==> config.mk <==
export PLATFORM = sky130hd
export DESIGN_NAME = pong_match_ctrl
export DESIGN_NICKNAME = d
export VERILOG_FILES = /design/src/rtl/pong_match_ctrl.sv
export SDC_FILE = /design/constraint.sdc
export NUM_CORES = 1
export LEC_CHECK = 0
export CAP_MARGIN = 20
export CORE_AREA = 2 2 66 83
export DETAILED_ROUTE_END_ITERATION = 10
export DIE_AREA = 0 0 68 85
export SETUP_SLACK_MARGIN = 0.3
export SYNTH_ARGS = -nofsm -noshare
export SYNTH_HDL_FRONTEND = slang
export SYNTH_SLANG_ARGS = --single-unit
==> constraint.sdc <==
create_clock -name clk -period 2.89 [get_ports clk]
set_clock_uncertainty 0.1 [all_clocks]
set_input_delay 0.867 -clock clk [delete_from_list [all_inputs] [get_ports clk]]
set_output_delay 0.867 -clock clk [all_outputs]
set_load 0.02 [all_outputs]
==> src/rtl/pong_match_ctrl.sv <==
`default_nettype none
// ---------------------------------------------------------------------------
// pong_match_ctrl : two-player Pong match sequencer (serve/play/point/over)
// Revision 1.0
// ---------------------------------------------------------------------------
module pong_match_ctrl #(
  parameter int WIN_SCORE    = 7,
  parameter int PAUSE_FRAMES = 120,
  parameter int OVER_FRAMES  = 180,
  parameter int SPEED_STEP   = 4
) (
  input  logic       clk,
  input  logic       reset,
  input  logic       frame_tick,
  input  logic [1:0] btn_p1,
  input  logic [1:0] btn_p2,
  input  logic       hit,
  input  logic       miss_left,
  input  logic       miss_right,
  output logic       gra_still,
  output logic       serve_dir,
  output logic [1:0] speed_lvl,
  output logic [3:0] score_p1,
  output logic [3:0] score_p2,
  output logic [7:0] rally,
  output logic [2:0] state,
  output logic       winner
);

  localparam int TMAX = (PAUSE_FRAMES > OVER_FRAMES) ? PAUSE_FRAMES : OVER_FRAMES;
  localparam int TW   = (TMAX < 2) ? 1 : $clog2(TMAX + 1);

  localparam logic [2:0] S_IDLE  = 3'd0;
  localparam logic [2:0] S_SERVE = 3'd1;
  localparam logic [2:0] S_PLAY  = 3'd2;
  localparam logic [2:0] S_POINT = 3'd3;
  localparam logic [2:0] S_OVER  = 3'd4;

  logic [2:0]    next_state;
  logic          btn_q;
  logic          btn_now;
  logic          press;
  logic [TW-1:0] timer;
  logic          timer_up;

  logic [TW-1:0] timer_d;
  logic [3:0]    score_p1_d, score_p2_d;
  logic [3:0]    p1_inc, p2_inc;
  logic [7:0]    rally_d, rally_inc;
  logic [1:0]    speed_d;
  logic          serve_d;
  logic          winner_d;

  assign btn_now   = (|btn_p1) | (|btn_p2);
  assign press     = btn_now & ~btn_q;
  assign timer_up  = (timer == '0);
  assign p1_inc    = score_p1 + 4'd1;
  assign p2_inc    = score_p2 + 4'd1;
  assign rally_inc = rally + 8'd1;

  always_ff @(posedge clk or negedge reset) begin
    if (!reset) begin
      state <= S_IDLE;
    end else begin
      state <= next_state;
    end
  end

  // Only one PLAY event per cycle: miss_left beats miss_right beats hit.
  always_comb begin
    next_state = state;
    case (state)
      S_IDLE:  if (press) next_state = S_SERVE;
      S_SERVE: if (press) next_state = S_PLAY;
      S_PLAY: begin
        if (miss_left) begin
          next_state = (p2_inc == 4'(WIN_SCORE)) ? S_OVER : S_POINT;
        end else if (miss_right) begin
          next_state = (p1_inc == 4'(WIN_SCORE)) ? S_OVER : S_POINT;
        end
      end
      S_POINT: if (timer_up) next_state = S_SERVE;
      S_OVER:  if (timer_up) next_state = S_IDLE;
      default: next_state = S_IDLE;
    endcase
  end

  always_comb begin
    timer_d    = (frame_tick && !timer_up) ? timer - TW'(1) : timer;
    score_p1_d = score_p1;
    score_p2_d = score_p2;
    rally_d    = rally;
    speed_d    = speed_lvl;
    serve_d    = serve_dir;
    winner_d   = winner;
    case (state)
      S_IDLE: begin
        if (press) serve_d = 1'b0;
      end
      S_SERVE: begin
        if (press) begin
          rally_d = 8'd0;
          speed_d = 2'd0;
        end
      end
      S_PLAY: begin
        if (miss_left) begin
          score_p2_d = p2_inc;
          serve_d    = 1'b0;
          if (p2_inc == 4'(WIN_SCORE)) begin
            winner_d = 1'b1;
            timer_d  = TW'(OVER_FRAMES);
          end else begin
            timer_d  = TW'(PAUSE_FRAMES);
          end
        end else if (miss_right) begin
          score_p1_d = p1_inc;
          serve_d    = 1'b1;
          if (p1_inc == 4'(WIN_SCORE)) begin
            winner_d = 1'b0;
            timer_d  = TW'(OVER_FRAMES);
          end else begin
            timer_d  = TW'(PAUSE_FRAMES);
          end
        end else if (hit && rally != 8'hFF) begin
          rally_d = rally_inc;
          if ((32'(rally_inc) % 32'(SPEED_STEP)) == 32'd0 && speed_lvl != 2'd3) begin
            speed_d = speed_lvl + 2'd1;
          end
        end
      end
      S_OVER: begin
        if (timer_up) begin
          score_p1_d = 4'd0;
          score_p2_d = 4'd0;
          rally_d    = 8'd0;
          speed_d    = 2'd0;
        end
      end
      default: ;
    endcase
  end

  always_ff @(posedge clk or negedge reset) begin
    if (!reset) begin
      btn_q     <= 1'b0;
      timer     <= '0;
      gra_still <= 1'b1;
      serve_dir <= 1'b0;
      speed_lvl <= 2'd0;
      score_p1  <= 4'd0;
      score_p2  <= 4'd0;
      rally     <= 8'd0;
      winner    <= 1'b0;
    end else begin
      btn_q     <= btn_now;
      timer     <= timer_d;
      gra_still <= (next_state != S_PLAY);
      serve_dir <= serve_d;
      speed_lvl <= speed_d;
      score_p1  <= score_p1_d;
      score_p2  <= score_p2_d;
      rally     <= rally_d;
      winner    <= winner_d;
    end
  end

endmodule
`default_nettype wire
==> results of run 1 <==
==> layer usage <==
layer / up-vias / wire length [µm] / track usage (%)
met4: 0 / 102 / 7.09
met2: 27 / 2460 / 31.1
met1: 862 / 2140 / 23.1
li1: 895 / - / -
met5: - / 0 / 0
met3: 9 / 144 / 3.98
==> layout make-up <==
type | instances | area (µm²) | share of cell area, %
Inverter | 13 | 48.8 | 1.80
Multi-Input combinational cell | 158 | 1120 | 41.2
Clock buffer | 7 | 86.3 | 3.18
Timing Repair Buffer | 58 | 524 | 19.3
Tap cell | 62 | 77.6 | 2.86
Clock inverter | 1 | 30.0 | 1.11
Sequential cell | 33 | 830 | 30.6
==> cells by family (layout without fill, tap and decap cells) <==
group	after synthesis	in the layout	synth area share (%)
fa+ha+maj	7	7	4.54
xor+xnor	6	6	2.73
buf+inv	19	79	4.15
flops	33	33	42.9
simple gates	83	83	23.5
mux	1	1	0.584
compound gates	61	61	21.6
==> worst max-delay path: cells and delay by family <==
kind	cells	cell delay (ns)
mux	1	0.26
compound gates	3	0.53
buf+inv	4	0.92
==> layout by cell type (no fill, tap or decap), types with 2 or more instances in the layout <==
cell             Yosys  routed
and3_1               6       6
inv_1               13      12
nor2_1              13      13
nand3_1              8       8
o22ai_1              4       4
buf_6                1       4
xor2_1               3       3
o21ai_0             18      18
or3_1                5       5
nor3_1               5       4
ha_4                 0       2
and2_1               2       2
dfrtp_2              0       2
nor3b_1              2       2
xnor2_1              3       2
nand3b_1             6       6
dlygate4sd2_1        0       3
nand2_1             21      20
ha_1                 7       5
nand2b_1             3       3
a21oi_4              0       2
o31ai_1              7       6
clkdlybuf4s50_1      0      28
clkbuf_8             0       6
nand4b_1             2       2
buf_4                0      21
or4_1                3       2
a21o_1               3       3
dfrtp_1             32      30
a21oi_1             11      10
a31oi_1              3       3
==> sequential cells by signal, indices dropped and copies added, names as in the netlist <==
name	cells
serve_dir	1
rally	8
state	3
score_p1	4
btn_q	1
gra_still	1
winner	1
timer	8
score_p2	4
speed_lvl	2
==> metrics by stage <==
| stage | worst slack, ns | setup TNS (ns) | util, % | cells | cell area [µm²] |
|---|---|---|---|---|---|
| floorplan | 0.305 | 0 | - | 210 | 1930 |
| global placement | -0.151 | -1.21 | 48.1 | 313 | 2410 |
| detailed placement | -0.207 | -1.63 | 48.1 | 313 | 2410 |
| CTS | 0.302 | 0 | 52.0 | 326 | 2610 |
| global route | 0.307 | 0 | 54.2 | 332 | 2720 |
| finish | 0.388 | 0 | 54.2 | 332 | 2720 |
==> cell usage after synthesis (3+ instances only) <==
| cell | count | area share (%) |
|---|---|---|
| dfrtp_1 | 32 | 42 |
| o31ai_1 | 7 | 2.7 |
| ha_1 | 7 | 4.5 |
| o22ai_1 | 4 | 1.3 |
| a21oi_1 | 11 | 2.9 |
| xor2_1 | 3 | 1.4 |
| or4_1 | 3 | 1.2 |
| a21o_1 | 3 | 1.2 |
| and3_1 | 6 | 1.9 |
| inv_1 | 13 | 2.5 |
| or3_1 | 5 | 1.6 |
| clkbuf_1 | 4 | 0.78 |
| nor3_1 | 5 | 1.3 |
| nand3b_1 | 6 | 2.3 |
| nor2_1 | 13 | 2.5 |
| nand2b_1 | 3 | 0.97 |
| o21ai_0 | 18 | 4.7 |
| nand2_1 | 21 | 4.1 |
| a31oi_1 | 3 | 0.97 |
| nand3_1 | 8 | 2.1 |
| xnor2_1 | 3 | 1.4 |
==> how the worst max path moves through the flow <==
stage	startpoint	end	slack, ns	depth (start not counted)
4_1_cts	btn_p2[0]	speed_lvl[0]	0.30	10
3_3_place_gp	btn_p1[1]	rally[6]	-0.15	8
2_1_floorplan	btn_p1[1]	rally[0]	0.30	8
3_5_place_dp	btn_p1[1]	rally[6]	-0.21	8
6_report	miss_right	speed_lvl[0]	0.39	8
5_1_grt	btn_p2[1]	rally[7]	0.31	9
==> repair_timing <==
item	CTS	global route
cloned	0	0
endpoints found under the hold margin	0	0
pin swaps	11	9
resized for setup	15	16
setup endpoints to repair	10	10
setup buffers	5	6
==> report_power, final <==
part	switching (mW)	total, mW	leakage, nW	internal [mW]
registers	0.177	0.762	0.412	0.585
logic	0.431	0.882	0.657	0.451
clock network	0.164	0.445	0.0585	0.281
==> qor.csv, run 1 <==
stage,metric,value,unit
global_routing,grt_pass1_wl,8.20,mm
clock_tree,numClockSinks,33,
clock_tree,clk_latency,0.28,ns
power_and_ir_drop,leakagePower,1.13,nW
global_routing,antenna_found_initial,0,
power_and_ir_drop,power.density,769,nW/µm²
sta,rsz0062_at_grt,false,
sta,timing.fmax,400,MHz
synth,syn_area,1930,µm²
die,std_cell_rows,29,
global_routing,track_usage,18.6,%
worst_setup_path,cp_slowest_cell,clkdlybuf4s50_1,
sta,finalCritPeriodShare,86.6,%
worst_setup_path,cp_cell_sequence,"clkdlybuf4s50_1, buf_4, o32ai_4, buf_6, a21oi_4, buf_6, a21o_1, mux2_2",
worst_setup_path,required,2.96,ns
clock_tree,ctsHoldBuffers,0,
route,wire_per_inst,14.6,µm
clock_tree,tritoncts,yes,
die,core_area,5010,µm²
route,detailroute.via_count,1793,
sta,period_needed,2.50,ns
die,initial_core_util,38.5,%
die,die_x,68,µm
finish,fillCellCount,462,
finish,nets,286,
worst_setup_path,r2r_slack,0.40,ns
worst_setup_path,reg2reg_from,score_p2[1],
synth,synth_edf_count,0,
synth,synth.distinct_cells,48,
clock_tree,cts.htree.levels,2,
worst_setup_path,path_max_fanout,8,
synth,syn-instance-count,210,
run,timing.max_cap.violations,0,
finish,diodes,0,
clock_tree,cts.path.max_buffers,2,
worst_setup_path,cp-start-kind,input port,
worst_setup_path,end_kind,flop,
clock_tree,clk_pin_slew_worst_paths,0.07,ns
worst_hold_path,holdCritStartpoint,serve_dir,
die,dieArea,5780,µm²
die,fp.dieH,85,µm
global_routing,grt-ovfl-total,0,
outcome,status,"finished, final reports clean",
worst_setup_path,crit_arrival,2.57,ns
worst_setup_path,crit_path_max_incr_delay,0.44,ns
sta,relSlewSlack,72.0,%
sta,hold_violations,0,
synth,syn_nets,227,
route,viasPerCell,5.40,
clock_tree,cts-root-buf,clkbuf_8,
die,ios,34,
worst_setup_path,reg2regPathDepth,9,
synth,seq_area_frac_synth,42.9,%
synth,synthArstFlopShare,100,%
sta,worst_slew_pin_slew,0.419,ns
synth,synth_ff_type,dfrtp_1,
finish,area_growth,40.8,%
finish,drive_gt1_share,20.7,%
sta,whs,0.448,ns
worst_setup_path,crit_type,input port to flop,
sta,setup_viol,0,
route,drt_wl_total,4.85,mm
route,drtIter0Drc,90,
place,gp_congestion,0.826,
synth,yosysWarnings,0,
synth,syn_avg_cell_area,9.18,µm²
power_and_ir_drop,power,2.09,mW
sta,slew_violations,0,
power_and_ir_drop,peakVddDrop,0.378,mV
clock_tree,cts_inserted_buffers,5,
worst_hold_path,whs_path_depth,1,
worst_hold_path,min_to,serve_dir,
place,port_buffers,33,
route,ant_nets,0,
worst_setup_path,cp_common_cell,buf_6,
place,place_hpwl,3.49,mm
global_routing,grt_max_degree,34,
worst_hold_path,min_path_type,flop to flop,
worst_setup_path,r2r_end,speed_lvl[0],
global_routing,grt_pass1_vias,1764,
route,drc,0,
route,dr.pass1.iters,4,
synth,synth-seq-cells,33,
Power figures use the tool's default switching activity.
==> inputs of run 2 (changes only) <==
--- a/config.mk
+++ b/config.mk
@@ -9,6 +9,7 @@
 export CORE_AREA = 2 2 66 83
 export DETAILED_ROUTE_END_ITERATION = 10
 export DIE_AREA = 0 0 68 85
+export GPL_TIMING_DRIVEN = 1
 export SETUP_SLACK_MARGIN = 0.3
 export SYNTH_ARGS = -nofsm -noshare
 export SYNTH_HDL_FRONTEND = slang
==> results of run 2 <==
The final DEF is identical to that of run 1; final timing and power are the same.
